===== src/rtl/kn_scale_pipe_pkg.sv =====
// Shared CORDIC fixed-point defaults and the elaboration helpers used to size
// the Kn gain adder tree.
package kn_scale_pipe_pkg;

    localparam int unsigned CORDIC_W      = 12;
    localparam int unsigned CORDIC_FXP    = 10;
    localparam int unsigned KN_NTERMS     = 6;
    // Kn ~= (512 + 128 - 32 + 16 - 4 + 1) / 1024 = 621 / 1024
    localparam logic [31:0] KN_TERM_SHIFT = 32'h0097_5420;
    localparam logic [7:0]  KN_TERM_NEG   = 8'b0000_1010;

    function automatic int unsigned acc_width(input int unsigned w);
        return 2 * w + 4;
    endfunction

    function automatic int unsigned half_up(input int unsigned n);
        return (n + 1) / 2;
    endfunction

    function automatic int unsigned tree_depth(input int unsigned n);
        int unsigned m;
        int unsigned d;
        m = n;
        d = 0;
        while (m > 1) begin
            m = half_up(m);
            d++;
        end
        return d;
    endfunction

    function automatic int unsigned ops_at_level(input int unsigned n, input int unsigned lvl);
        int unsigned m;
        m = n;
        for (int unsigned i = 0; i < lvl; i++) begin
            m = half_up(m);
        end
        return m;
    endfunction

endpackage


===== src/rtl/kn_scale_pipe_add_level.sv =====
// One registered level of the Kn adder tree: N operands in, ceil(N/2) sums out.
// An odd trailing operand is carried through unchanged to keep tree levels aligned.
module kn_add_level
    import kn_scale_pipe_pkg::*;
#(
    parameter int unsigned N     = 2,
    parameter int unsigned ACC_W = 28
) (
    input  logic                           clock,
    input  logic                           reset_n,
    input  logic                           ce,
    input  logic [N*ACC_W-1:0]             din,
    output logic [half_up(N)*ACC_W-1:0]    dout
);

    localparam int unsigned M = half_up(N);

    logic [M*ACC_W-1:0] sum_d;
    logic [M*ACC_W-1:0] sum_q;

    always_comb begin
        sum_d = '0;
        for (int unsigned i = 0; i < N / 2; i++) begin
            sum_d[i*ACC_W +: ACC_W] = din[2*i*ACC_W +: ACC_W] + din[(2*i+1)*ACC_W +: ACC_W];
        end
        if (N % 2 == 1) begin
            sum_d[(M-1)*ACC_W +: ACC_W] = din[(N-1)*ACC_W +: ACC_W];
        end
    end

    always_ff @(posedge clock or negedge reset_n) begin
        if (!reset_n) begin
            sum_q <= '0;
        end else if (ce) begin
            sum_q <= sum_d;
        end
    end

    assign dout = sum_q;

endmodule


===== src/rtl/kn_scale_pipe.sv =====
// Pipelined multiply by the CORDIC gain Kn as a signed-digit shift-add sum,
// with round-half-up, optional saturation, valid tagging and an unscaled bypass.
module kn_scale_pipe
    import kn_scale_pipe_pkg::*;
#(
    parameter int unsigned W          = CORDIC_W,
    parameter int unsigned FXP_SHIFT  = CORDIC_FXP,
    parameter int unsigned NTERMS     = KN_NTERMS,
    parameter logic [31:0] TERM_SHIFT = KN_TERM_SHIFT,
    parameter logic [7:0]  TERM_NEG   = KN_TERM_NEG,
    parameter bit          ROUND      = 1'b1,
    parameter bit          SAT        = 1'b1
) (
    input  logic                clock,
    input  logic                reset_n,
    input  logic                ce,
    input  logic                valid_in,
    input  logic                bypass_in,
    input  logic signed [W-1:0] value_in,
    output logic                valid_out,
    output logic signed [W-1:0] value_out,
    output logic                sat_flag
);

    localparam int unsigned ACC_W = acc_width(W);
    localparam int unsigned L     = tree_depth(NTERMS);

    localparam logic signed [ACC_W-1:0] RND_OFS = ROUND ? ACC_W'((2 ** FXP_SHIFT) / 2) : '0;
    localparam logic signed [ACC_W-1:0] MAX_V   = ACC_W'(2 ** (W - 1) - 1);
    localparam logic signed [ACC_W-1:0] MIN_V   = ~MAX_V;

    if (NTERMS < 1 || NTERMS > 8) begin : g_chk_nterms
        $error("kn_scale_pipe: NTERMS must be in 1..8");
    end
    for (genvar t = 0; t < NTERMS; t++) begin : g_chk_shift
        if (TERM_SHIFT[4*t +: 4] >= W) begin : g_bad
            $error("kn_scale_pipe: TERM_SHIFT entry must be below W");
        end
    end
    if (FXP_SHIFT >= ACC_W) begin : g_chk_fxp
        $error("kn_scale_pipe: FXP_SHIFT must be below the accumulator width");
    end

    logic [NTERMS*ACC_W-1:0] term_d, term_q;
    logic [L:0]              vld_d, vld_q;
    logic [L:0]              byp_d, byp_q;
    logic signed [W-1:0]     xd_d [L+1];
    logic signed [W-1:0]     xd_q [L+1];
    logic [ACC_W-1:0]        acc_sum;
    logic signed [W-1:0]     value_d, value_q;
    logic                    valid_out_d, valid_out_q;
    logic                    sat_d, sat_q;

    always_comb begin : stage1_terms
        logic signed [ACC_W-1:0] xe;
        logic signed [ACC_W-1:0] t;
        xe     = ACC_W'(value_in);
        t      = '0;
        term_d = '0;
        for (int unsigned i = 0; i < NTERMS; i++) begin
            t = xe <<< TERM_SHIFT[4*i +: 4];
            term_d[i*ACC_W +: ACC_W] = TERM_NEG[i] ? -t : t;
        end
    end

    // Valid, bypass and raw input travel alongside the tree so all paths share one latency.
    always_comb begin
        vld_d    = '0;
        byp_d    = '0;
        vld_d[0] = valid_in;
        byp_d[0] = bypass_in;
        xd_d[0]  = value_in;
        for (int unsigned k = 1; k <= L; k++) begin
            vld_d[k] = vld_q[k-1];
            byp_d[k] = byp_q[k-1];
            xd_d[k]  = xd_q[k-1];
        end
    end

    if (L == 0) begin : g_no_tree
        assign acc_sum = term_q;
    end else begin : g_tree
        for (genvar g = 0; g < L; g++) begin : lvl
            localparam int unsigned NIN = ops_at_level(NTERMS, g);
            logic [NIN*ACC_W-1:0]          din;
            logic [half_up(NIN)*ACC_W-1:0] dout;
            if (g == 0) begin : g_first
                assign din = term_q;
            end else begin : g_next
                assign din = lvl[g-1].dout;
            end
            kn_add_level #(
                .N     (NIN),
                .ACC_W (ACC_W)
            ) u_level (
                .clock   (clock),
                .reset_n (reset_n),
                .ce      (ce),
                .din     (din),
                .dout    (dout)
            );
        end
        assign acc_sum = lvl[L-1].dout;
    end

    always_comb begin : final_stage
        logic signed [ACC_W-1:0] rnd;
        logic signed [ACC_W-1:0] shf;
        rnd         = $signed(acc_sum) + RND_OFS;
        shf         = rnd >>> FXP_SHIFT;
        value_d     = shf[W-1:0];
        sat_d       = 1'b0;
        valid_out_d = vld_q[L];
        if (byp_q[L]) begin
            value_d = xd_q[L];
        end else if (SAT) begin
            if (shf > MAX_V) begin
                value_d = MAX_V[W-1:0];
                sat_d   = 1'b1;
            end else if (shf < MIN_V) begin
                value_d = MIN_V[W-1:0];
                sat_d   = 1'b1;
            end
        end
    end

    always_ff @(posedge clock or negedge reset_n) begin
        if (!reset_n) begin
            term_q      <= '0;
            vld_q       <= '0;
            byp_q       <= '0;
            xd_q        <= '{default: '0};
            value_q     <= '0;
            valid_out_q <= 1'b0;
            sat_q       <= 1'b0;
        end else if (ce) begin
            term_q      <= term_d;
            vld_q       <= vld_d;
            byp_q       <= byp_d;
            xd_q        <= xd_d;
            value_q     <= value_d;
            valid_out_q <= valid_out_d;
            sat_q       <= sat_d;
        end
    end

    assign value_out = value_q;
    assign valid_out = valid_out_q;
    assign sat_flag  = sat_q;

endmodule


===== config.mk =====
export PLATFORM = sky130hd
export DESIGN_NAME = kn_scale_pipe
export DESIGN_NICKNAME = d
export VERILOG_FILES = /design/src/rtl/kn_scale_pipe_pkg.sv /design/src/rtl/kn_scale_pipe_add_level.sv /design/src/rtl/kn_scale_pipe.sv
export SDC_FILE = /design/constraint.sdc
export NUM_CORES = 1
export LEC_CHECK = 0
export CORE_MARGIN = 2
export CORE_UTILIZATION = 67
export CTS_CLUSTER_DIAMETER = 50
export CTS_CLUSTER_SIZE = 8
export DETAILED_ROUTE_END_ITERATION = 10
export HOLD_SLACK_MARGIN = 0.03
export PLACE_DENSITY = 0.85
export SYNTH_ARGS = -nofsm -noshare
export SYNTH_HDL_FRONTEND = slang
export SYNTH_SLANG_ARGS = --single-unit

===== constraint.sdc =====
create_clock -name clock -period 4.9 [get_ports clock]
set_input_delay 0.49 -clock clock [delete_from_list [all_inputs] [get_ports clock]]
set_output_delay 0.49 -clock clock [all_outputs]
set_load 0.02 [all_outputs]

-- After elaboration in Yosys (flattened, before gate mapping)
Index checks and enable logic that the tools add are counted.
- bits of input ports: 17
- flip-flop bits (word level): 379
- word-level logic and storage cells: 29
- multiplexer cells: 6
- $add $sub $neg: 8
- order comparisons: 2
- operator list (kind ; number):
    $add A28 B28 Y28 ; 5
    $mux W12 ; 3
    $add A28 B11 Y28 const B ; 1
    $neg A14 Y28 ; 1
    $neg A17 Y28 ; 1
    $gt A18 B12 Y1 const B ; 1
    $lt A18 B12 Y1 const B ; 1
    $mux W1 ; 3

-- Depth between registers and ports, before layout
Gate-level depths: netlist (run 1).
- depth after elaboration: 5
- gate-level depth with buffers: 11

-- Cells and area by module
Synthesis (run 1) repeated with hierarchy kept, for this count alone.
- cell total of the unflattened synthesis: 1742
- area, all modules: 17705.7 um^2
- modules (own cells, without submodules) (module ; area each (um^2) ; times used ; cells each ; sequential area each (um^2)):
    kn_add_level at g_tree.lvl[0].u_level ; 7277.0 ; 1 ; 774 ; 2102.0
    kn_scale_pipe ; 4295.4 ; 1 ; 351 ; 2327.2
    kn_add_level at g_tree.lvl[1].u_level ; 3558.4 ; 1 ; 330 ; 1401.3
    kn_add_level at g_tree.lvl[2].u_level ; 2575.0 ; 1 ; 287 ; 700.7

-- Worst setup path before layout (run 1)
Ideal clock, no wire load.
- path kind: reg2reg
- start: register g_tree.lvl[0].din[139] (netlist name)
- end: register g_tree.lvl[0].u_level.sum_q[24]
- library setup time: 0.125 ns
- slack: 2.242 ns
- required time: 4.775 ns
- arrival time: 2.533 ns
- cell stages (with the launch flop): 11
- cell sequence: dfrtp_1 ha_1 clkbuf_1 a21o_1 a21o_1 a21o_1 a21oi_1 o21ai_0 a41oi_1 xnor2_1 mux2_2
- RTL lines (what ; RTL line ; source):
    end signal, assigned ; kn_scale_pipe_add_level.sv:35 ; sum_q <= sum_d;
    end, declared ; kn_scale_pipe_add_level.sv:19 ; logic [M*ACC_W-1:0] sum_q;

==> results.sh, run 1 <==
export IMPL_cap_violations=0
export IMPL_path_clk_slew_ps=50
export IMPL_wl_um=25000
export IMPL_drc=0
export IMPL_dr_pass1_iters=5
export IMPL_fillers=1142
export IMPL_coreArea_um2=17400
export IMPL_grtUsageTotal_pct=27.3
export IMPL_synth_most_common_cell="dfrtp_1"
export IMPL_fin_nets=1256
export IMPL_portBuffers=30
export IMPL_critPathLaunchType="flip-flop"
export IMPL_critPathMaxStageDelay_ps=800
export IMPL_antenna_found_initial=0
export IMPL_vdd_ir_drop_max_mv=0.379
export IMPL_viasPerCell=6.22
export IMPL_cp_required_ps=5310
export IMPL_startpoint="g_tree.lvl[0].din[139]"
export IMPL_worst_path_max_fanout=19
export IMPL_num_antenna_cells=0
export IMPL_gr_total_overflow=0
export IMPL_critPathKind="reg2reg"
export IMPL_fin_crit_sh_pct=61.9
export IMPL_outcome="completed"
export IMPL_start_util_pct=69.0
export IMPL_layout_min_cycle_time_ps=3030
export IMPL_die_x_um=138
export IMPL_cp_slowest_cell="dfrtp_1"
export IMPL_grt_max_degree=124
export IMPL_relSlewSlack_pct=38.2
export IMPL_cts_root_buf="clkbuf_16"
export IMPL_cts_tree="done"
export IMPL_synth_area_um2=12000
export IMPL_setup_ws_ps=1870
export IMPL_hold_violations=0
export IMPL_r2r_setup_slack_ps=1870
export IMPL_synth_warning_count=0
export IMPL_ys_types=63
export IMPL_reg2reg_from="g_tree.lvl[0].din[139]"
export IMPL_dieArea_um2=19000
export IMPL_drive_gt1_share_pct=17.1
export IMPL_cp_arrival_ps=3450
export IMPL_cpMostUsedCell="a21o_1"
export IMPL_max_freq_ghz=0.330
export IMPL_synthTopCellsByCount="dfrtp_1, mux2_2, ha_1"
export IMPL_slew_viol_final=0
export IMPL_hp_start="ce"
export IMPL_synth_largest_area_cell="dfrtp_1"
export IMPL_hold_class="in2reg"
export IMPL_vias=8584
export IMPL_yosys_most_used_dff="dfrtp_1"
export IMPL_rows=48
export IMPL_finalSetupViolCount=0
export IMPL_postCtsSetupBuffers=0
export IMPL_cts_buffers_inserted=30
export IMPL_gp_congestion=0.976
export IMPL_end_kind="flip-flop"
export IMPL_synth_avg_cell_area_um2=10.6
export IMPL_rsz0062_at_grt="no"
export IMPL_clock_latency_ps=530
export IMPL_synth_edf_count=0
export IMPL_cts_htree_levels=1
export IMPL_worst_path_buf_inv=0
export IMPL_synth_cells=1127
export IMPL_post_place_ws_ps=1890
export IMPL_ff_latch_area_um2=5100
export IMPL_synth_nets=1232
export IMPL_fin_skew_ps=10.6
export IMPL_ys_ff_latch=204
export IMPL_wire_per_inst_um=18.1
export IMPL_synth_async_reset_ratio_pct=100
export IMPL_crit_chain="ha_1, a21o_1, a21o_1, a21o_1, a21oi_1, o21ai_0, a21boi_0, xnor2_1, mux2_2"
export IMPL_p_per_area_nw_per_um2=605
export IMPL_hpwlAfterDp_um=17200
export IMPL_yosysTopAreaCellShare_pct=42.6
export IMPL_cts_sinks=204
export IMPL_syn2layout_area_growth_pct=10.8
export IMPL_ant_nets=0
export IMPL_crit_family="compound AO/OA/AOI/OAI gates"
export IMPL_cellLeakagePower_nw=5.85
export IMPL_die_y_um=138
export IMPL_grt_pass1_wl_um=41400
export IMPL_first_global_vias=8428
export IMPL_fin_tns_setup_ps=0
export IMPL_dr_first_iter_drc_count=520
export IMPL_cts_path_max_buffers=3
export IMPL_yosysSeqAreaShare_pct=42.6
export IMPL_multiInputGateArea_um2=6520
export IMPL_synth_area_leaders="dfrtp_1, mux2_2, ha_1, xnor2_1, a21oi_1"
export IMPL_worst_pin_slew_ps=926
export IMPL_io_pins=31
## state kept, by name, summed over array words and instances (netlist names)
name                     cells
g_tree.lvl.u_level.dout    113
xd_d                        33
g_tree.lvl.din              24
value_out                   12
xd_q                        12
byp_q                        4
vld_q                        4
sat_flag                     1
valid_out                    1
## area by class of cell
type,count,share of cell area (%)
inverters,48,1.36
well taps,225,2.12
flip-flops and latches,204,38.5
repair buffers,35,2.70
multi-input cells,832,49.2
clock buffers,35,6.11
clock inverters,1,0.0660
## path summary, 6_finish.rpt
| path | end | cells after the start |
|---|---|---|
| setup / recovery | g_tree.lvl[0].u_level.dout[20] | 9 |
| hold / removal | g_tree.lvl[1].u_level.dout[19] | 2 |
| setup reg to reg | g_tree.lvl[0].u_level.dout[20] | 9 |
| hold reg to reg | g_tree.lvl[0].u_level.dout[37] | 1 |
| max in group asynchronous | g_tree.lvl[1].u_level.dout[37] | 3 |
| min in group asynchronous | g_tree.lvl[1].u_level.dout[25] | 2 |
## layout by cell type (no fill, tap or decap), types with 7 or more instances in the layout
cell,synthesis,routed
o21bai_1,9,9
nor3_1,13,13
a31oi_1,14,14
o21a_1,10,10
xor2_1,29,29
inv_1,48,48
a21oi_1,67,67
nor4_1,9,9
o21ai_0,51,51
o31ai_1,7,7
clkbuf_16,0,31
dfrtp_1,204,204
nand2_1,67,67
a21o_1,29,29
ha_1,86,86
nand3b_1,13,13
nor2b_1,16,16
clkdlybuf4s50_1,0,28
nand4_1,11,11
and3_1,12,12
o221a_1,9,9
nand3_1,23,23
or3_1,8,8
nor2_1,59,59
mux2_2,143,143
xnor2_1,68,68
a211oi_1,9,9
## through the flow
stage	hold WS [ps]	util (%)	total power [W]	cell area [um^2]	cells
3_5_place_dp	479	71.6	0.00617	12400	1343
4_1_cts	443	76.4	0.00804	13300	1380
2_1_floorplan	194	-	0.00533	12000	1127
5_1_grt	486	76.4	0.00858	13300	1380
3_3_place_gp	462	71.6	0.00600	12400	1343
6_report	457	76.4	0.00802	13300	1380
## per-layer routing
metal  vias up  wire (um)  track usage, %
li1       4127          -               -
met4         0        561            7.22
met3        50        871            3.16
met1      4207      11300            37.3
met2       200      12200            46.5
met5         -          0               0
## logic make-up (layout without fill, tap and decap cells)
| kind of cell | after synthesis | in the layout | synth area share, % |
|---|---|---|---|
| adder cells (fa/ha/maj) | 88 | 88 | 9.32 |
| AO/OA/AOI/OAI | 248 | 248 | 13.6 |
| AND/OR/NAND/NOR | 250 | 250 | 10.5 |
| buffers and inverters | 91 | 119 | 2.92 |
| XOR/XNOR | 97 | 97 | 7.10 |
| flip-flops | 204 | 204 | 42.6 |
| multiplexers | 149 | 149 | 14.0 |
## where the power goes
group,internal (W),total (W),switching [W]
Sequential,0.00226,0.00272,0.000460
Combinational,0.00174,0.00350,0.00176
Clock,0.00113,0.00180,0.000672
## timing repair
action / 4_1_cts / 5_1_grt
gates resized for setup: 0 / 0
endpoints found under the hold margin: 32 / 0
hold buffers: 1 / 0
Power figures use the tool's default switching activity.
==> run 2: changes to the inputs <==
--- a/config.mk
+++ b/config.mk
@@ -6,12 +6,12 @@
 export NUM_CORES = 1
 export LEC_CHECK = 0
 export CORE_MARGIN = 2
-export CORE_UTILIZATION = 67
+export CORE_UTILIZATION = 57
 export CTS_CLUSTER_DIAMETER = 50
 export CTS_CLUSTER_SIZE = 8
 export DETAILED_ROUTE_END_ITERATION = 10
 export HOLD_SLACK_MARGIN = 0.03
-export PLACE_DENSITY = 0.85
+export PLACE_DENSITY = 0.77
 export SYNTH_ARGS = -nofsm -noshare
 export SYNTH_HDL_FRONTEND = slang
 export SYNTH_SLANG_ARGS = --single-unit
==> constraint.sdc (replaced) <==
create_clock -name clock -period 2.5 [get_ports clock]
set_input_delay 0.25 -clock clock [delete_from_list [all_inputs] [get_ports clock]]
set_output_delay 0.25 -clock clock [all_outputs]
set_load 0.02 [all_outputs]
==> results.sh, run 2 (same netlist as run 1, synthesis figures left out) <==
export IMPL_outcome="finished, violations left"
export IMPL_violations="setup timing"
export IMPL_end_kind="flip-flop"
export IMPL_setup_ws_ps=-88.8
export IMPL_r2r_end="g_tree.lvl[1].u_level.dout[24]"
export IMPL_max_freq_ghz=0.386
export IMPL_vias=9197
export IMPL_finalSetupViolCount=14
export IMPL_clock_latency_ps=540
export IMPL_switching_share_pct=36.2
export IMPL_ant_nets=0
export IMPL_worst_path_max_fanout=3
export IMPL_fin_skew_ps=9.69
export IMPL_first_global_vias=9078
export IMPL_gp_congestion=0.867
export IMPL_switchingPower_w=0.00638
export IMPL_cellLeakagePower_nw=6.64
export IMPL_p_per_area_nw_per_um2=1180
export IMPL_cp_required_ps=2930
export IMPL_p_comb_share_pct=49.8
export IMPL_startpoint="g_tree.lvl[0].u_level.dout[6]"
export IMPL_die_y_um=149
export IMPL_final_common_cell="dfrtp_1"
export IMPL_grt_max_degree=115
export IMPL_critical_path_endpoint="g_tree.lvl[1].u_level.dout[24]"
export IMPL_path_clk_slew_ps=50
export IMPL_die_x_um=149
export IMPL_post_place_ws_ps=-211
export IMPL_rr_worst_depth=10
export IMPL_fillers=1432
export IMPL_utilization_pct=72.0
export IMPL_grtUsageTotal_pct=24.0
export IMPL_hold_violations=0
export IMPL_dr_first_iter_drc_count=511
export IMPL_drc=0
export IMPL_fin_nets=1387
export IMPL_cts_buffers_inserted=30
export IMPL_num_antenna_cells=0
export IMPL_vdd_ir_drop_max_mv=0.637
export IMPL_antenna_found_initial=0
export IMPL_slew_viol_final=0
export IMPL_start_util_pct=57.5
export IMPL_largest_reg_flops=113
export IMPL_wl_um=28100
export IMPL_portBuffers=30
export IMPL_timing_hold_ws_ps=165
export IMPL_cts_path_max_buffers=3
export IMPL_dieArea_um2=22200
export IMPL_viasPerCell=5.88
export IMPL_cap_violations=0
export IMPL_fin_cells=1564
export IMPL_reg2reg_from="g_tree.lvl[0].u_level.dout[6]"
export IMPL_cts_htree_levels=1
export IMPL_cts_tree="done"
export IMPL_syn2layout_area_growth_pct=25.2
export IMPL_dp_cells=1504
export IMPL_p_int_w=0.0113
export IMPL_hpwlAfterDp_um=18700
export IMPL_gr_total_overflow=0
export IMPL_cts_sinks=204
export IMPL_coreArea_um2=20800
export IMPL_wire_per_inst_um=18.0
export IMPL_grt_pass1_wl_um=43800
export IMPL_relSlewSlack_pct=52.8
export IMPL_drive_gt1_share_pct=32.3
export IMPL_rsz0062_at_grt="yes"
export IMPL_layout_common_cells="dfrtp_1, mux2_2, buf_4"
export IMPL_rows=53
export IMPL_critPathLaunchType="flip-flop"
export IMPL_cp_arrival_ps=3020
export IMPL_cts_root_buf="clkbuf_16"
export IMPL_layout_min_cycle_time_ps=2590
export IMPL_r2r_setup_slack_ps=-90
export IMPL_fin_crit_sh_pct=104
export IMPL_dr_pass1_iters=5
export IMPL_pwr_share_clk_pct=20.2
export IMPL_critPathKind="reg2reg"
export IMPL_fin_tns_setup_ps=-585
export IMPL_worst_pin_slew_ps=708
export IMPL_hold_class="in2async"
export IMPL_seqPwrFrac_pct=30.0
export IMPL_io_pins=31
[run 2: cell types whose count changed in the layout (fill, tap and decap cells not counted), sizes merged]
| cell | delta |
|---|---|
| buf | +130 |
| clkbuf | +3 |
| clkinv | +1 |
[run 2: timing repair]
action	in CTS	in global routing
endpoints found under the setup margin	45	51
pin swaps	19	51
hold endpoints to repair	90	0
gates resized for setup	37	92
setup buffers	4	16
hold buffers	1	0
[run 2: power groups by stage]
stage | clock network [W] | logic (W) | registers (W)
finish | 0.00356 | 0.00879 | 0.00528
global route | 0.00376 | 0.00960 | 0.00542
CTS | 0.00362 | 0.00800 | 0.00523
detailed placement | 0 | 0.00771 | 0.00525
global placement | 0 | 0.00745 | 0.00520
floorplan | 0 | 0.00533 | 0.00515
[run 2: worst min path at each step]
stage,cells after the start,endpoint,startpoint
after floorplan,0,byp_q[0],reset_n
after global placement,1,xd_q[11],reset_n
after detailed placement,1,value_out[11],reset_n
after CTS,2,value_out[11],reset_n
after global routing,2,value_out[11],reset_n
final,2,g_tree.lvl[2].u_level.dout[23],reset_n
[run 2: layer usage]
metal / part of all wire [%] / routed length (um) / vias up / global-route usage [%]
li1: - / - / 4374 / -
met3: 3.9 / 1100 / 65 / 2.75
met1: 44 / 12200 / 4541 / 32.2
met5: 0 / 0 / - / 0
met2: 50 / 14100 / 217 / 41.7
met4: 2.5 / 710 / 0 / 6.24
[run 2: layout make-up]
| cell class | instances | area, um^2 | share of cell area, % |
|---|---|---|---|
| multi-input combinational | 832 | 7120 | 47.5 |
| sequential | 204 | 5110 | 34.1 |
| timing repair buffer | 166 | 1420 | 9.47 |
| clock buffer | 37 | 808 | 5.39 |
| tap | 275 | 344 | 2.30 |
| inverter | 48 | 180 | 1.20 |
| clock inverter | 2 | 10.0 | 0.0668 |
[run 2: metrics by stage]
| step | area, um^2 | power (W) |
|---|---|---|
| final | 15000 | 0.0176 |
| after global routing | 15000 | 0.0188 |
| after CTS | 14400 | 0.0169 |
| after detailed placement | 13400 | 0.0130 |
| after global placement | 13400 | 0.0126 |
| after floorplan | 12000 | 0.0105 |
[run 2: critical path, cell delays in order, from the launching register on]
cell,delay [ps]
dfrtp_1,410
ha_4,300
nand4_1,120
a211o_1,360
o211ai_1,340
o211ai_1,180
buf_4,180
a31oi_4,140
o21ai_1,100
nor2b_1,160
o221ai_1,190
==> run 3: changes to the inputs <==
--- a/config.mk
+++ b/config.mk
@@ -5,6 +5,7 @@
 export SDC_FILE = /design/constraint.sdc
 export NUM_CORES = 1
 export LEC_CHECK = 0
+export CAP_MARGIN = 0
 export CORE_MARGIN = 2
 export CORE_UTILIZATION = 57
 export CTS_CLUSTER_DIAMETER = 50
==> results of run 3 <==
The final DEF is identical to that of run 2; final timing and power are the same.
